===== config.mk =====
export PLATFORM = sky130hd
export DESIGN_NAME = systolic_feeder
export DESIGN_NICKNAME = d
export VERILOG_FILES = /design/src/rtl/systolic_feeder.sv
export SDC_FILE = /design/constraint.sdc
export NUM_CORES = 1
export LEC_CHECK = 0
export ABC_AREA = 1
export CAP_MARGIN = 40
export CORE_MARGIN = 5
export CORE_UTILIZATION = 43
export DETAILED_ROUTE_END_ITERATION = 8
export GPL_TIMING_DRIVEN = 0
export MAX_ROUTING_LAYER = met4
export PLACE_DENSITY = 0.85
export RECOVER_POWER = 50
export SYNTH_ARGS = -nofsm -noshare
export SYNTH_HDL_FRONTEND = slang
export SYNTH_SLANG_ARGS = --single-unit

===== constraint.sdc =====
create_clock -name clk -period 2.55 [get_ports clk]
set_input_delay 0.51 -clock clk [delete_from_list [all_inputs] [get_ports clk]]
set_output_delay 0.51 -clock clk [all_outputs]
set_load 0.03 [all_outputs]

===== src/rtl/systolic_feeder.sv =====
// systolic_feeder: streams per-step operand columns/rows into an NxN systolic
// array. It clears the array at the start of each job, presents one k-step per
// enabled cycle and pulses done once the array accumulators hold C = A*B.
module systolic_feeder #(
    parameter int N    = 4,
    parameter int W    = 8,
    parameter int KMAX = 64,
    parameter int KW   = $clog2(KMAX + 1)
) (
    input  logic            clk,
    input  logic            rst,
    input  logic            start,
    input  logic [KW-1:0]   k_len,
    input  logic            in_valid,
    output logic            in_ready,
    input  logic [N*W-1:0]  in_a,
    input  logic [N*W-1:0]  in_b,
    output logic            arr_clr,
    output logic            arr_en,
    output logic [N*W-1:0]  a_out,
    output logic [N*W-1:0]  b_out,
    output logic            busy,
    output logic            done
);

    typedef enum logic [2:0] {
        S_IDLE,
        S_CLEAR,
        S_STREAM,
        S_FLUSH,
        S_DONE
    } state_t;

    localparam logic [KW-1:0] KMAX_V = KW'(KMAX);

    state_t           state_q, state_d;
    logic [KW-1:0]    k_reg_q, k_reg_d;
    logic [KW-1:0]    cnt_q, cnt_d;
    logic             arr_clr_q, arr_clr_d;
    logic             arr_en_q, arr_en_d;
    logic             done_q, done_d;
    logic [N*W-1:0]   a_out_q, a_out_d;
    logic [N*W-1:0]   b_out_q, b_out_d;
    logic             accept;

    assign in_ready = (state_q == S_STREAM);
    assign busy     = (state_q != S_IDLE);
    assign accept   = in_valid && in_ready;

    assign arr_clr  = arr_clr_q;
    assign arr_en   = arr_en_q;
    assign done     = done_q;
    assign a_out    = a_out_q;
    assign b_out    = b_out_q;

    // Next-state and registered-output computation; operands default to zero so
    // any cycle without an accepted beat is a harmless bubble for the array.
    always_comb begin
        state_d   = state_q;
        k_reg_d   = k_reg_q;
        cnt_d     = cnt_q;
        arr_clr_d = 1'b0;
        arr_en_d  = 1'b0;
        done_d    = 1'b0;
        a_out_d   = '0;
        b_out_d   = '0;
        case (state_q)
            S_IDLE: begin
                if (start) begin
                    k_reg_d   = (k_len > KMAX_V) ? KMAX_V : k_len;
                    cnt_d     = '0;
                    arr_clr_d = 1'b1;
                    state_d   = S_CLEAR;
                end
            end
            S_CLEAR: begin
                if (k_reg_q == '0) begin
                    done_d  = 1'b1;
                    state_d = S_DONE;
                end else begin
                    state_d = S_STREAM;
                end
            end
            S_STREAM: begin
                if (accept) begin
                    a_out_d  = in_a;
                    b_out_d  = in_b;
                    arr_en_d = 1'b1;
                    cnt_d    = cnt_q + KW'(1);
                    if (cnt_q == k_reg_q - KW'(1)) begin
                        state_d = S_FLUSH;
                    end
                end
            end
            S_FLUSH: begin
                done_d  = 1'b1;
                state_d = S_DONE;
            end
            S_DONE: begin
                state_d = S_IDLE;
            end
            default: begin
                state_d = S_IDLE;
            end
        endcase
    end

    // State and output registers with synchronous reset that abandons any job.
    always_ff @(posedge clk) begin
        if (rst) begin
            state_q   <= S_IDLE;
            k_reg_q   <= '0;
            cnt_q     <= '0;
            arr_clr_q <= 1'b0;
            arr_en_q  <= 1'b0;
            done_q    <= 1'b0;
            a_out_q   <= '0;
            b_out_q   <= '0;
        end else begin
            state_q   <= state_d;
            k_reg_q   <= k_reg_d;
            cnt_q     <= cnt_d;
            arr_clr_q <= arr_clr_d;
            arr_en_q  <= arr_en_d;
            done_q    <= done_d;
            a_out_q   <= a_out_d;
            b_out_q   <= b_out_d;
        end
    end

endmodule

==> metrics.yaml, run 1 <==
grt_pass1_wl_um: 12200
critPathMaxStageDelay_ns: 0.71
grtUsageTotal_pct: 18.6
cts_buffers: 9
power_density_nw_per_um2: 636
num_antenna_cells: 0
worst_ep_arrival_time_ns: 1.68
fin_nets: 588
tightestPinTransition_ns: 0.515
ant_nets: 0
ioPinCount: 144
r2r_end: "a_out[21]$_SDFF_PP0_"
initial_utilization_pct: 43.6
vias: 2630
placed_area_sq_um: 4430
path_max_fanout: 7
min_path_type: "primary input to register"
final_util_pct: 68.8
synthTopCellsByArea: "dfxtp_1 (58%), inv_1 (11%), nor2_1 (9.9%), nand2_1 (5.3%), nand3_1 (2.6%)"
worstHoldStart: "rst"
wl_per_cell_um: 12.7
viasPerCell: 4.42
r2r_slack_ns: 0.96
first_pass_iters: 5
cap_violations: 0
final_area_sq_um: 4600
fin_skew_ns: 0.00517
grt_pass1_vias: 2617
clk_pin_slew_ns: 0.08
syn-mean-instance-area_sq_um: 8.16
final_common_cell: "clkdlybuf4s50_1"
leakagePower_uw: 0.00214
drtIter0Drc: 67
die_y_um: 92.3
grt_max_degree: 16
cts_root_buffer: "clkbuf_8"
ctsResizeCount: 0
path_cells: "inv_2, nand2_2, nor2_4, clkdlybuf4s50_1"
synth_top_area_share_pct: 57.8
totalNegativeSetupSlack_ns: 0
die_w_um: 92.3
rsz0062_at_grt: "false"
clock_latency_ns: 0.34
whs_path_depth: 2
antenna_found_initial: 0
maxSlewHeadroom_pct: 65.5
drc: 0
setup_viol: 0
end_kind: "output port"
cts_tree: "yes"
ys_types: 25
most-common-layout-cells: "clkdlybuf4s50_1 (141), inv_1 (88), dfxtp_1 (84)"
syn_to_final_growth_pct: 57.8
port_buffers: 142
slew_viol_final: 0
clockBufferDepth: 2
htree_levels: 3
drt_wl_total_um: 7550
hold_path_end: "cnt_q[6]$_SDFFE_PP0P_"
hold_violations: 0
ys_warn_count: 0
overflow: 0
cp_slowest_cell: "clkdlybuf4s50_1"
crit_type: "register to output port"
r2r-start: "state_q[2]$_SDFFE_PP0P_"
synth_top_area_cell: "dfxtp_1"
crit_required_ns: 2.04
dp_hpwl_um: 5930
outcome: "completed"
startpoint_type: "register"
ir_drop_mv: 0.363
clock_sinks: 84
critical-path-top-delay-family: "buffers and inverters"
yosysSeqAreaShare_pct: 57.8
num_rows: 30
synth_cells: 357
path_buf_inv: 2
postCtsHoldBufs: 0
drive_above_1_share_pct: 4.08
finalCriticalPeriod_ns: 2.19
fill_cells: 545
fp.coreArea_sq_um: 6680
cts_setup_buffers: 0
fmax_mhz: 457
r2r_cells: 6
period_share_pct: 85.9
dieArea_sq_um: 8520
gp_congestion: 0.859
syn-cell-area_sq_um: 2910
synth_seq_cells: 84
syn_nets: 435
## synthesized netlist by cell type
cell type	number
a211oi_1	2
a21oi_1	7
a22o_1	1
buf_2	1
buf_6	6
dfxtp_1	84
ha_1	3
inv_1	87
inv_2	2
nand2_1	41
nand2_2	1
nand2_4	2
nand3_1	15
nand3_2	1
nand3b_1	1
nand4_1	3
nor2_1	77
nor2_2	4
nor2_4	1
nor3_1	3
nor4_1	2
o21ai_0	8
o21ai_1	1
xnor2_1	2
xor2_1	2
## cell families (layout without fill, tap and decap cells)
kind of cell               after synthesis  count (layout)  synth area share [%]
and+or+nand+nor                        151             151                  22.2
xor gates and xnor gates                 4               4                  1.20
DFF                                     84              84                  57.8
AOI/OAI and AO/OA                       19              19                  3.57
adders and majority gates                3               3                  1.29
buffers and inverters                   96             254                  14.0
## layout make-up
class / count / area (sq um) / area share [%]
Timing Repair Buffer: 142 / 1420 / 30.9
Sequential cell: 84 / 1680 / 36.6
Inverter: 89 / 334 / 7.27
Clock buffer: 10 / 138 / 2.99
Multi-Input combinational cell: 177 / 798 / 17.4
Tap cell: 80 / 100 / 2.18
Buffer: 7 / 27.5 / 0.599
Clock inverter: 6 / 95.1 / 2.07
## sequential cells by signal, summed over array words and instances, names as in the netlist
name	count
state_q	3
done	1
k_reg_q	7
a_out	32
cnt_q	7
arr_en	1
b_out	32
arr_clr	1
## power breakdown
| part | internal [uW] | switching [uW] | total (uW) | leakage (uW) |
|---|---|---|---|---|
| combinational | 224 | 250 | 473 | 0.00135 |
| clock | 589 | 479 | 1070 | 0.000117 |
| sequential | 1360 | 26.1 | 1380 | 0.000678 |
## metal layers
layer	track usage [%]	vias to the layer above	routed length, um
li1	-	1347	-
met3	4.18	9	549
met4	7.43	0	100
met5	-	-	0
met2	33.7	103	3990
met1	19.4	1171	2910
## metrics by stage
stage,cells,worst slack [ns],total power (uW),hold slack (ns)
floorplan,357,1.23,1680,0.473
global placement,579,0.698,1890,0.480
detailed placement,579,0.689,1900,0.496
CTS,595,0.293,2970,0.449
global route,595,0.236,3070,0.459
finish,595,0.360,2920,0.453
## worst max path at each step
stage / start / endpoint / depth (start not counted)
finish: state_q[0]$_SDFFE_PP0P_ / in_ready / 4
global route: state_q[2]$_SDFFE_PP0P_ / busy / 3
floorplan: k_reg_q[0]$_SDFFE_PP0P_ / state_q[0]$_SDFFE_PP0P_ / 10
global placement: state_q[0]$_SDFFE_PP0P_ / in_ready / 4
CTS: state_q[0]$_SDFFE_PP0P_ / in_ready / 4
detailed placement: state_q[0]$_SDFFE_PP0P_ / in_ready / 4
Note: power is estimated with default switching activity, not from simulation.
==> run 2, diff against run 1 <==
Settings changed: SETUP_SLACK_MARGIN set to 0.4.
==> run 2 against run 1 <==
  * Cell count unchanged
  * Routed wire length is essentially flat
  * Fmax grew 13%
  * Non-clock buffer count unchanged
  * Sequential share of layout area hardly changed
  * Count of clock-buffer cells in the layout unchanged
  * Critical endpoint is now busy
==> metrics.yaml, run 2 (synthesized netlist as in run 1, its figures left out) <==
port_buffers: 142
outcome: "completed"
drive_above_1_share_pct: 4.08
period_share_pct: 75.9
dp_hpwl_um: 5930
wl_per_cell_um: 12.7
maxSlewHeadroom_pct: 65.5
gr-usage-met2_pct: 33.7
clk_pin_slew_ns: 0.08
overflow: 0
cts_setup_buffers: 0
postCtsHoldBufs: 0
use_met3_pct: 4.18
rsz0062_at_grt: "false"
fin_nets: 588
critPathMaxStageDelay_ns: 0.37
gp_congestion: 0.859
setup_viol: 0
final_common_cell: "clkdlybuf4s50_1"
clock_sinks: 84
viasPerCell: 4.42
pre_cts_slack_ns: 0.689
cp_slowest_cell: "dfxtp_1"
grt_max_degree: 16
grt-busiest-layer: "met2"
crit_required_ns: 2.04
vias: 2630
ioPinCount: 144
num_rows: 30
syn_to_final_growth_pct: 57.8
ir_drop_mv: 0.363
path_buf_inv: 1
cts_root_buffer: "clkbuf_8"
slew_viol_final: 0
fmax_mhz: 517
grtUsageTotal_pct: 18.6
htree_levels: 3
grt_pass1_wl_um: 12200
antenna_found_initial: 0
num_antenna_cells: 0
drtIter0Drc: 67
cts_tree: "yes"
finalCriticalPeriod_ns: 1.94
cts_buffers: 9
min_path_type: "primary input to register"
fp.coreArea_sq_um: 6680
cap_violations: 0
crit_type: "register to output port"
drc: 0
grt_pass1_vias: 2617
met1_usage_pct: 19.4
tightestPinTransition_ns: 0.515
clockBufferDepth: 2
ctsResizeCount: 2
totalNegativeSetupSlack_ns: 0
drt_wl_total_um: 7550
initial_utilization_pct: 43.6
die_y_um: 92.3
worst_ep_arrival_time_ns: 1.43
path_cells: "nor2_1, nand2_1, dlygate4sd2_1"
startpoint_type: "register"
path_max_fanout: 5
clock_latency_ns: 0.34
first_pass_iters: 5
power_density_nw_per_um2: 635
most-common-layout-cells: "clkdlybuf4s50_1 (139), inv_1 (88), dfxtp_1 (84)"
fill_cells: 547
fin_skew_ns: 0.00517
ant_nets: 0
dieArea_sq_um: 8520
die_w_um: 92.3
critical-path-top-delay-family: "flip-flops"
hold_violations: 0
setup_ws_ns: 0.615
end_kind: "output port"
leakagePower_uw: 0.00215
run 2: cell types whose count changed in the layout (fill, tap and decap cells not counted), sizes merged:
cell / change
clkdlybuf4s50: -2
dlygate4sd2: +2
run 2: final timing paths:
path / startpoint / cells past startpoint / to / slack, ns
max reg2reg: state_q[2]$_SDFFE_PP0P_ / 6 / a_out[21]$_SDFF_PP0_ / 0.96
min reg2reg: state_q[0]$_SDFFE_PP0P_ / 2 / state_q[2]$_SDFFE_PP0P_ / 0.50
min: rst / 2 / cnt_q[6]$_SDFFE_PP0P_ / 0.45
max: state_q[2]$_SDFFE_PP0P_ / 3 / busy / 0.61
run 2: per-stage QoR:
stage	instances	util, %	hold WS (ns)	area [sq um]	power [uW]
after floorplan	357	-	0.473	2910	1680
after global placement	579	66.3	0.480	4430	1890
after detailed placement	579	66.3	0.496	4430	1900
after CTS	595	69.8	0.449	4660	2960
after global routing	595	68.7	0.459	4590	3060
final	595	68.7	0.453	4590	2920
run 2: worst reg2reg max path, cell delays in order, from the launching register on:
cell,delay (ns)
dfxtp_1,0.44
nor2_4,0.10
nand2_1,0.10
nor2_1,0.06
inv_1,0.24
clkbuf_1,0.41
nor2_1,0.11
run 2: report_power, final:
group	switching (uW)	internal (uW)	leakage [uW]
registers	26.1	1360	0.000678
clock network	479	589	0.000117
logic	249	218	0.00136
run 2: per-layer routing:
metal / part of all wire (%) / up-vias
met2: 53 / 103
li1: - / 1347
met5: 0 / -
met3: 7.3 / 9
met1: 39 / 1171
met4: 1.3 / 0
run 2: area by class of cell:
cell class	count	area, sq um	share of cell area (%)
buffer	7	27.5	0.599
tap	80	100	2.18
timing repair buffer	142	1420	30.9
clock inverter	6	95.1	2.07
inverter	89	334	7.27
clock buffer	10	138	3.00
multi-input combinational	177	798	17.4
sequential	84	1680	36.6
==> patch 1: new RTL, config.mk and constraints of run 2 <==
The 5 states of `state_t` get a one-hot encoding in 5 bits.
--- a/src/rtl/systolic_feeder.sv
+++ b/src/rtl/systolic_feeder.sv
@@ -24,10 +24,10 @@
 );
 
-    typedef enum logic [2:0] {
-        S_IDLE,
-        S_CLEAR,
-        S_STREAM,
-        S_FLUSH,
-        S_DONE
+    typedef enum logic [4:0] {
+        S_IDLE   = 5'b00001,
+        S_CLEAR  = 5'b00010,
+        S_STREAM = 5'b00100,
+        S_FLUSH  = 5'b01000,
+        S_DONE   = 5'b10000
     } state_t;
 
Check against the original RTL: same outputs for any inputs over 10 cycles, from zero or initial values and one cycle with rst high; not proved beyond that.
==> patch 1 against run 2 <==
Setup slack got worse by 130 ps. Non-clock buffer count is 2 higher. Combinational power down 41%. Via count up 6.0%. Total power decreased by 13%. Utilization fell by 6.1 points. Area after synthesis is 19% higher. Wire length grew 6.9%. Sequential cell count grew 2. Clock skew rose by 2.8 ps. Cell area increased by 6.4%.
==> patch 1: results (changes against run 2) <==
clock group share of total power: 35.4% (-1.2 points)
synth top area cells: dfxtp_1, nor2_4, inv_1, nand2_1, nor2_1
critical path arrival: 1560 ps (+130 ps)
fraction of layout cells with a size suffix above 1: 6.33% (+2.3 points)
Hold Path Sink: k_reg_q[1]
drt via density: 4.26 (-3.7%)
routability cong.: 0.843 (-1.9%)
adder-cell share of the synthesized area: 1.08% (-0.21 points)
dpl hpwl: 6.49 mm (+9.5%)
TritonRoute pass-1 iters: 4 (-1)
Post-synth top cells: inv_1, dfxtp_1, nand2_1
Power per Cell Area: 519 mW/mm² (-18%)
clock skew: 7.99 ps (+2.83 ps)
vias in the first global route: 2848 (+8.8%)
routed wire length: 8.08 mm (+6.9%)
Max VDD drop: 350 µV (-3.4%)
Seq pwr share: 53.8% (+6.4 points)
Seq/Total Area, Yosys: 49.6% (-8.1 points)
Layout Cells excl Fill: 655 (+10%)
fin nets: 626 (+6.5%)
first-pass GRT wire length: 13.0 mm (+6.7%)
Synth Area in Compound Gates: 2.38% (-1.2 points)
status: finished clean
sw power: 0.000643 W (-15%)
Iteration-0 DRC Markers: 127 (+90%)
placed cell count: 639 (+10%)
RR Startpoint: state_q[3]
Worst-Skew Late Latency: 350 ps
leakage: 2.25 nW (+4.8%)
largest net degree at the start of global routing: 17 (+1)
XOR/XNOR Fraction of Synth Area: 0.758% (-0.45 points)
Reg2Reg Depth: 9 (+3)
cells after synthesis: 395 (+11%)
R2R setup slack: 520 ps (-440 ps)
Unique masters post-synth: 23 (-8.0%)
Worst slew margin: 41.3% (-24 points)
worst reg2reg endpoint: a_out[2]
total track usage: 16.9% (-1.6 points)
placed cell area: 0.00502 mm² (+13%)
Fillers: 668 (+22%)
hold_sp: k_reg_q[1]
patch 1: cell count changes after synthesis, moves of 3 or more:
cell and delta:
buf_6 -5, nor2_2 -4, buf_12 +4, clkbuf_1 +3, nor2_4 +50, nand2_1 +26
inv_1 +10, a21oi_1 +6, o21ai_0 -6, nor2_1 -41
patch 1: layout make-up:
cell class | count | area share, %
Tap cell | 102 | 2.61
Clock buffer | 10 | 2.82
Buffer | 9 | 2.25
Timing Repair Buffer | 142 | 28.9
Clock inverter | 6 | 1.07
Inverter | 99 | 7.60
Multi-Input combinational cell | 201 | 19.5
Sequential cell | 86 | 35.2
patch 1: worst max-delay path by stage:
stage                from   endpoint  cells past startpoint
6_report       state_q[4]       busy                      5
5_1_grt        state_q[3]       busy                      5
4_1_cts        state_q[3]   in_ready                      4
3_5_place_dp   state_q[3]   in_ready                      4
3_3_place_gp   state_q[3]   in_ready                      4
2_1_floorplan  state_q[3]  b_out[10]                      9
patch 1: metrics by stage:
stage	util (%)	hold WS, ps
5_1_grt	62.6	539
2_1_floorplan	-	458
3_3_place_gp	64.3	478
4_1_cts	66.7	504
6_report	62.6	511
3_5_place_dp	64.3	491
patch 1: layer usage:
layer | up-vias | track usage (%) | share of wire [%]
li1 | 1438 | - | -
met1 | 1213 | 17.2 | 38
met2 | 118 | 28.9 | 49
met3 | 19 | 6.46 | 9.3
met4 | 0 | 7.67 | 3.5
met5 | - | - | 0
patch 1: worst max-delay path, stage by stage (launching register included):
cell,delay (ps)
dfxtp_1,360
inv_1,70
nand2_1,60
nor3_1,260
inv_1,100
dlygate4sd2_1,370
patch 1: timing repair:
action | 4_1_cts | 5_1_grt
resized for setup | 2 | 2
pin swaps | 0 | 0
setup endpoints to repair | 2 | 1
hold buffers | 0 | 0
endpoints found under the hold margin | 0 | 0
==> patch 2: new RTL, settings of run 2 <==
Made on the original files. Change the parameter `KMAX` from 64 to 32.
--- a/src/rtl/systolic_feeder.sv
+++ b/src/rtl/systolic_feeder.sv
@@ -5,5 +5,5 @@
     parameter int N    = 4,
     parameter int W    = 8,
-    parameter int KMAX = 64,
+    parameter int KMAX = 32,
     parameter int KW   = $clog2(KMAX + 1)
 ) (
Ports: changed (resized k_len); port bits go from 144 to 143. The function was not compared with the original's and may differ.
==> patch 2 against run 2 <==
Wire length decreased by 2.9%. Total power increased by 4.3%. Register-to-register slack got worse by 210 ps. Critical path type is now in2reg. Area after synthesis rose by 13%. Clock skew about the same. Setup slack worse by 130 ps. Hold slack better by 62 ps. Utilization shrank 2.5 points. Via count decreased by 4.4%. Sequential cell count decreased by 2. Global-route usage decreased by 2.1 points. Count of clock-buffer cells in the layout is the same. Cell area increased by 9.7%. Highest routed layer unchanged.
==> patch 2: results (changes against run 2) <==
status: finished clean
TritonRoute pass-1 iters: 4 (-1)
Seq pwr share: 43.9% (-3.5 points)
CP endpoint kind: register
met1 WL: 2.68 mm (-8.0%)
met2 usage: 30.0% (-3.7 points)
vias in the first global route: 2728 (+4.2%)
Hold Path Sink: k_reg_q[1]
total track usage: 16.4% (-2.1 points)
Worst setup startpoint: rst
Post-synth top cells: inv_1, dfxtp_1, nor2_4
Unique masters post-synth: 26 (+4.0%)
worst hold path type: reg2reg
Seq/Total Area, Yosys: 49.9% (-7.9 points)
routability cong.: 0.837 (-2.6%)
IO buf count: 142 (unchanged)
antenna violations before repair: 0 (unchanged)
first-pass GRT wire length: 12.3 mm (+1.3%)
routed wire length: 7.33 mm (-2.9%)
mux share of post-synthesis cell area: 0% (unchanged)
hold_sp: k_reg_q[1]
Synth Area in Compound Gates: 2.13% (-1.4 points)
CP max stage delay: 780 ps (+410 ps)
Mapped Nets: 413 (-5.1%)
synth top area cells: dfxtp_1, nor2_4, inv_1, nand2_1, buf_12
XOR/XNOR Fraction of Synth Area: 0.266% (-0.94 points)
Worst slew margin: 32.5% (-33 points)
GR Util met3: 5.31% (+1.1 points)
Vias: 2513 (-4.4%)
Max VDD drop: 361 µV (-0.37%)
dpl hpwl: 5.81 mm (-2.0%)
TritonCTS Buffers: 9 (unchanged)
H-tree Lvls: 3 (unchanged)
met2 WL: 3.98 mm (-0.18%)
sw power: 0.000742 W (-1.6%)
largest net degree at the start of global routing: 15 (-1)
P_clk: 0.00126 W (+18%)
critical path arrival: 2280 ps (+850 ps)
Iteration-0 DRC Markers: 69 (+3.0%)
pre-CTS setup slack: 648 ps (-40.9 ps)
R2R setup slack: 750 ps (-210 ps)
adder-cell share of the synthesized area: 0.760% (-0.53 points)
slowest CP cell: dlymetal6s2s_1
CP max FO: 10 (+5)
clock skew: 5.40 ps (+0.233 ps)
fin nets: 566 (-3.7%)
Fillers: 604 (+10%)
post-layout minimum cycle time: 2070 ps (+134 ps)
leakage: 2.11 nW (-1.8%)
RR Startpoint: state_q[2]
worst reg2reg endpoint: a_out[14]
routed wl met3: 516 µm (-6.0%)
routing usage on met1: 16.1% (-3.3 points)
fraction of layout cells with a size suffix above 1: 17.0% (+13 points)
Ys Warns: 0 (unchanged)
## patch 2: changes by cell type after synthesis, sizes merged, moves of 2 or more
| cell | delta |
|---|---|
| o21ai | -3 |
| xnor2 | -2 |
| dfxtp | -2 |
| inv | -3 |
| a21oi | -4 |
| a211oi | -2 |
| nand2 | -4 |
| o22ai | +3 |
| nand3 | -2 |
| nor2 | +3 |
## patch 2: cell families (layout without fill, tap and decap cells)
kind of cell    Yosys count  count (layout)
flops                    82              82
xor+xnor                  1               1
fa+ha+maj                 2               2
compound gates           13              13
buf+inv                  92             250
simple gates            147             147
## patch 2: critical path: cells and delay by family
| family | cells | cell delay [ps] |
|---|---|---|
| buffers and inverters | 3 | 1610 |
| and+or+nand+nor | 2 | 160 |
## patch 2: layout make-up
class | count | area, µm² | area share, %
multi-input cells | 163 | 1170 | 23.3
clock inverters | 6 | 138 | 2.73
flip-flops and latches | 82 | 1640 | 32.6
well taps | 102 | 128 | 2.53
clock buffers | 10 | 138 | 2.73
inverters | 86 | 325 | 6.46
plain buffers | 6 | 75.1 | 1.49
repair buffers | 142 | 1420 | 28.2
## patch 2: what timing repair did
item	4_1_cts	5_1_grt
gates resized for setup	2	0
setup endpoints to repair	2	0
buffers inserted	0	0
## patch 2: metrics by stage
| stage | std cells | instance area (µm²) | total power (W) | hold WS (ps) |
|---|---|---|---|---|
| 2_1_floorplan | 337 | 3290 | 0.00163 | 476 |
| 3_3_place_gp | 581 | 4840 | 0.00182 | 496 |
| 3_5_place_dp | 581 | 4840 | 0.00184 | 501 |
| 4_1_cts | 597 | 5110 | 0.00309 | 513 |
| 5_1_grt | 597 | 5040 | 0.00318 | 537 |
| 6_report | 597 | 5040 | 0.00304 | 515 |
